$ cat src/rtl/hamming_pkg.sv
// Shared definitions for the Hamming-distance popcount block:
// FSM encoding, default geometry and running-total width.
package hamming_pkg;

    typedef enum logic [1:0] {
        IDLE  = 2'd0,
        COUNT = 2'd1,
        DONE  = 2'd2
    } state_t;

    localparam int DEF_N   = 32;
    localparam int DEF_BPC = 4;
    localparam int ACC_W   = 16;

endpackage

$ cat src/rtl/hamming_counter_popcount_slice.sv
// Combinational popcount of one W-bit slice of the
// shifted XOR word.
module popcount_slice
    import hamming_pkg::*;
#(
    parameter int W  = DEF_BPC,
    parameter int CW = $clog2(W + 1)
) (
    input  logic [W-1:0]  i_bits,
    output logic [CW-1:0] o_count
);

    // Add up the set bits of the slice
    always_comb begin
        o_count = '0;
        for (int i = 0; i < W; i++) begin
            o_count = o_count + CW'(i_bits[i]);
        end
    end

endmodule

$ cat src/rtl/hamming_counter.sv
// Multi-cycle popcount of an XOR word, BPC bits per clock,
// with valid/ready on both sides and a saturating total.
module hamming_counter
    import hamming_pkg::*;
#(
    parameter int N   = DEF_N,
    parameter int BPC = DEF_BPC
) (
    input  logic                   clk,
    input  logic                   rst_n,
    input  logic [N-1:0]           in_data,
    input  logic                   in_valid,
    output logic                   in_ready,
    output logic [$clog2(N+1)-1:0] out_count,
    output logic                   out_valid,
    input  logic                   out_ready,
    input  logic                   clr,
    output logic [ACC_W-1:0]       acc_total,
    output logic                   busy
);

    localparam int CW    = $clog2(N + 1);
    localparam int BEATS = N / BPC;
    localparam int BW    = (BEATS > 1) ? $clog2(BEATS) : 1;
    localparam int PW    = $clog2(BPC + 1);
    localparam int AW1   = ACC_W + 1;

    state_t           r_state;
    state_t           w_next;
    logic [N-1:0]     r_shift;
    logic [BW-1:0]    r_beat;
    logic [CW-1:0]    r_part;
    logic [CW-1:0]    r_count;
    logic [ACC_W-1:0] r_acc;
    logic [CW-1:0]    w_sum;
    logic [PW-1:0]    w_pop;
    logic [AW1-1:0]   w_acc_sum;
    logic             w_in_hs;
    logic             w_out_hs;
    logic             w_last;

    popcount_slice #(
        .W  (BPC),
        .CW (PW)
    ) u_pop (
        .i_bits  (r_shift[BPC-1:0]),
        .o_count (w_pop)
    );

    assign in_ready  = (r_state == IDLE);
    assign out_valid = (r_state == DONE);
    assign busy      = (r_state != IDLE);
    assign out_count = r_count;
    assign acc_total = r_acc;

    assign w_in_hs   = in_valid && in_ready;
    assign w_out_hs  = out_valid && out_ready;
    assign w_last    = (r_beat == BW'(BEATS - 1));
    assign w_sum     = r_part + CW'(w_pop);
    assign w_acc_sum = {1'b0, r_acc} + AW1'(r_count);

    // State register
    always_ff @(posedge clk or negedge rst_n) begin
        if (!rst_n) begin
            r_state <= IDLE;
        end else begin
            r_state <= w_next;
        end
    end

    // Next state: accept, count the beats, wait for consumer
    always_comb begin
        w_next = r_state;
        unique case (r_state)
            IDLE:    if (w_in_hs)  w_next = COUNT;
            COUNT:   if (w_last)   w_next = DONE;
            DONE:    if (w_out_hs) w_next = IDLE;
            default: w_next = IDLE;
        endcase
    end

    // Shift register, beat counter, partial and final count
    always_ff @(posedge clk or negedge rst_n) begin
        if (!rst_n) begin
            r_shift <= '0;
            r_beat  <= '0;
            r_part  <= '0;
            r_count <= '0;
        end else if (w_in_hs) begin
            r_shift <= in_data;
            r_beat  <= '0;
            r_part  <= '0;
        end else if (r_state == COUNT) begin
            r_shift <= r_shift >> BPC;
            r_beat  <= r_beat + BW'(1);
            r_part  <= w_sum;
            if (w_last) begin
                r_count <= w_sum;
            end
        end
    end

    // Saturating total; a clear still keeps the word handed off now
    always_ff @(posedge clk or negedge rst_n) begin
        if (!rst_n) begin
            r_acc <= '0;
        end else if (clr && w_out_hs) begin
            r_acc <= ACC_W'(r_count);
        end else if (clr) begin
            r_acc <= '0;
        end else if (w_out_hs) begin
            r_acc <= w_acc_sum[ACC_W] ? '1 : w_acc_sum[ACC_W-1:0];
        end
    end

endmodule

$ cat config.mk
export PLATFORM = sky130hd
export DESIGN_NAME = hamming_counter
export DESIGN_NICKNAME = d
export VERILOG_FILES = /design/src/rtl/hamming_pkg.sv /design/src/rtl/hamming_counter_popcount_slice.sv /design/src/rtl/hamming_counter.sv
export SDC_FILE = /design/constraint.sdc
export NUM_CORES = 1
export LEC_CHECK = 0
export CORE_ASPECT_RATIO = 1.5
export CORE_UTILIZATION = 56
export CTS_CLUSTER_DIAMETER = 30
export DETAILED_ROUTE_END_ITERATION = 16
export PLACE_DENSITY = 0.85
export SYNTH_ARGS = -nofsm -noshare
export SYNTH_HDL_FRONTEND = slang
export SYNTH_HIERARCHICAL = 1
export SYNTH_SLANG_ARGS = --single-unit
$ cat constraint.sdc
create_clock -name clk -period 5.83 [get_ports clk]
set_input_delay 1.166 -clock clk [delete_from_list [all_inputs] [get_ports clk]]
set_output_delay 1.166 -clock clk [all_outputs]
set_load 0.01 [all_outputs]
==> flow_summary_export.csv <==
group,metric,value,unit
worst_setup_path,crit_type,"in -> reg",
layout,final_cell_mix,"nand2_1 (90), dfrtp_1 (65), clkdlybuf4s50_1 (60)",
timing,hold_viol_final,0,
yosys,syn_avg_cell_area,9.25,um2
worst_setup_path,crit_chain,"clkdlybuf4s50_1 -> and2_1 -> buf_4 -> nor2_2 -> o21ai_0 -> o31ai_1",
job,cap_viol_max_count,0,
cts,hold_buffers,0,
layout,register_area,1630,um2
cts,root_buffer,"clkbuf_8",
yosys,ys_top_cells_by_area,"dfrtp_1 (49%), nand2_1 (10%), a22oi_1 (6.4%)",
cts,clk_latency,0.34,ns
yosys,ys_ff_latch,65,
layout,multiInputGateArea,1550,um2
global_route,grtUsageTotal,0.258,
routing,routedWlPerCell,14.5,um
pwr,power.density,447,nW/um2
routing,antenna_left,0,
cts,htree_levels,3,
floorplanning,die_w,64.7,um
floorplanning,io_pins,62,
timing,setup_viol,0,
timing,min_period,2.97,ns
worst_setup_path,cp_slowest_cell,"nor2_2",
pwr,clkPwrFrac,0.207,
cts,cts_resized,0,
yosys,synth_fp_nets,410,
worst_setup_path,cp.required,6.07,ns
timing,slew_headroom,0.253,
worst_setup_path,crit_arrival,3.21,ns
floorplanning,coreArea,5570,um2
yosys,synth_area_leader_cell,"dfrtp_1",
layout,drive_gt1_frac,0.0649,
layout,final_common_cell,"nand2_1",
timing,slew_violations,0,
worst_setup_path,cp_slowest_stage_delay,0.91,ns
pwr,p_switching,702,uW
yosys,synth-seq-area-share,0.492,
floorplanning,placementRows,33,
cts,post_cts_buffers,0,
worst_setup_path,start_kind,"input pin",
pwr,vdd_ir_drop_max,0.000293,V
timing,worst_slew_pin_slew,1.12,ns
cts,cts-buffers-inserted,9,
layout,area_growth,25.4,%
floorplanning,die_h,96.1,um
routing,drt_iter0_drc,175,
cts,cts.sinks,65,
placed_design,hpwlAfterDp,4850,um
routing,routed_wl,7060,um
timing,timing.fmax,0.337,GHz
timing,setup_tns,0,ns
worst_setup_path,cp-end-kind,"flop",
floorplanning,die_area,6220,um2
routing,viasPerCell,5.72,
placed_design,gp_congestion,0.828,
cts,clockBufferDepth,2,
yosys,synthCells,357,
yosys,synth_area,3300,um2
routing,drc,0,
yosys,synth.top_cell.area_share,0.492,
global_route,antenna_found_initial,0,
timing,hold_ws,0.479,ns
timing,fin_crit_sh,0.510,
cts,clkTransAtPathRegs,0.07,ns
layout,n_antenna_cell,0,
pwr,p_int,1.15,mW
pwr,leakagePower,1.95,nW
routing,dr.pass1.iters,4,
pwr,switching_share,0.379,
placed_design,port_buffers,61,
layout,fill_cells,427,
min_path,hold_class,"reg -> reg",
layout,nets,465,
global_route,grt_max_degree,66,
cts,cts_tree,"yes",
timing,skew,0.00738,ns
worst_setup_path,path_max_fanout,44,
global_route,grt_pass1_vias,2777,
timing,rsz0062_at_grt,"no",
global_route,overflow,0,
pwr,power_frac_seq,0.386,
routing,routed-via-count,2778,
pwr,power.share.combinational,0.407,
status,status,"finished, final reports clean",
floorplanning,initial_core_util,0.593,
yosys,yosys.cell_types.count,39,
global_route,grt_pass1_wl,12100,um
yosys,ys_warn_count,6,
## layout make-up
class                      instances  share of cell area
clock buffer                      12              0.0375
inverter                          15              0.0136
sequential                        65               0.393
clock inverter                     3             0.00966
tap                               70              0.0211
timing repair buffer              64               0.152
multi-input combinational        257               0.374
## through the flow
| step | cell area, um2 | power, mW | setup WS [ns] | instances | util |
|---|---|---|---|---|---|
| global route | 4140 | 2.01 | 2.60 | 486 | 0.743 |
| CTS | 4140 | 1.87 | 2.88 | 486 | 0.743 |
| floorplan | 3300 | 1.23 | 3.35 | 357 | - |
| detailed placement | 3950 | 1.48 | 2.53 | 471 | 0.708 |
| global placement | 3950 | 1.43 | 2.57 | 471 | 0.708 |
| finish | 4140 | 1.85 | 2.86 | 486 | 0.743 |
## cell families (layout without fill, tap and decap cells)
kind of cell | after synthesis | in the layout | share of synthesized area
simple gates | 141 | 141 | 0.191
compound gates | 88 | 88 | 0.175
flops | 65 | 65 | 0.492
buf+inv | 35 | 94 | 0.0401
fa+ha+maj | 16 | 16 | 0.0674
xor+xnor | 8 | 8 | 0.0212
mux | 4 | 4 | 0.0125
## per-layer routing
metal  GRT usage  up-vias  routed length (um)
li1            -     1347                   -
met1       0.299     1341                2910
met2       0.455       76                3750
met3      0.0521       14                 254
met4       0.115        0                 141
met5           0        -                   0
## worst max-delay path, delay by kind of cell
kind	cells	cell delay [ns]
buffers and inverters	2	0.65
AOI/OAI and AO/OA	2	0.34
and+or+nand+nor	2	1.04
## registers in the layout, indices dropped and copies added (netlist names)
| signal | count |
|---|---|
| r_part | 6 |
| acc_total | 16 |
| out_count | 6 |
| r_shift | 32 |
| r_beat | 3 |
| r_state | 2 |
## path summary, 6_finish.rpt
| kind | start | to | slack [ns] | cells past startpoint |
|---|---|---|---|---|
| setup reg to reg | r_shift[0] | out_count[5] | 3.16 | 11 |
| hold reg to reg | r_shift[8] | r_shift[8] | 0.48 | 2 |
| hold / removal | r_shift[8] | r_shift[8] | 0.48 | 2 |
| min in group asynchronous | rst_n | acc_total[1] | 0.99 | 2 |
| max in group asynchronous | rst_n | r_part[0] | 4.29 | 2 |
| setup / recovery | in_valid | r_part[5] | 2.86 | 6 |
## synthesized netlist by cell type
master     number
inv_1          15
nand3_1        13
mux2i_1         3
nand2_1        90
o21bai_1        2
nand2b_1        5
and3_2          1
a21o_1          3
nand4_1         2
a211o_1         1
a2bb2oi_1       1
a22oi_1        28
xor2_1          6
ha_1           13
clkbuf_2        1
mux2_2          1
clkbuf_1       19
and2_1          2
a41o_2          1
nor3b_4         1
nor2_1         12
dfrtp_1        65
a211oi_1        4
fa_1            3
or3_1           1
nor2b_2         1
a21oi_1         7
o31ai_1         7
nor3_1          7
and4_2          1
xnor2_1         2
o211ai_1        2
o21ai_0        24
o22ai_1         3
nor4bb_1        1
nand3_2         1
a31oi_1         5
nand3b_1        1
nor2b_1         2
## power groups by stage
| stage | Sequential (mW) | Clock [mW] | Combinational (mW) |
|---|---|---|---|
| after floorplan | 0.700 | 0 | 0.526 |
| after global placement | 0.711 | 0 | 0.718 |
| after detailed placement | 0.717 | 0 | 0.759 |
| after CTS | 0.713 | 0.392 | 0.761 |
| after global routing | 0.735 | 0.412 | 0.860 |
| final | 0.714 | 0.384 | 0.754 |
Power figures use the tool's default switching activity.
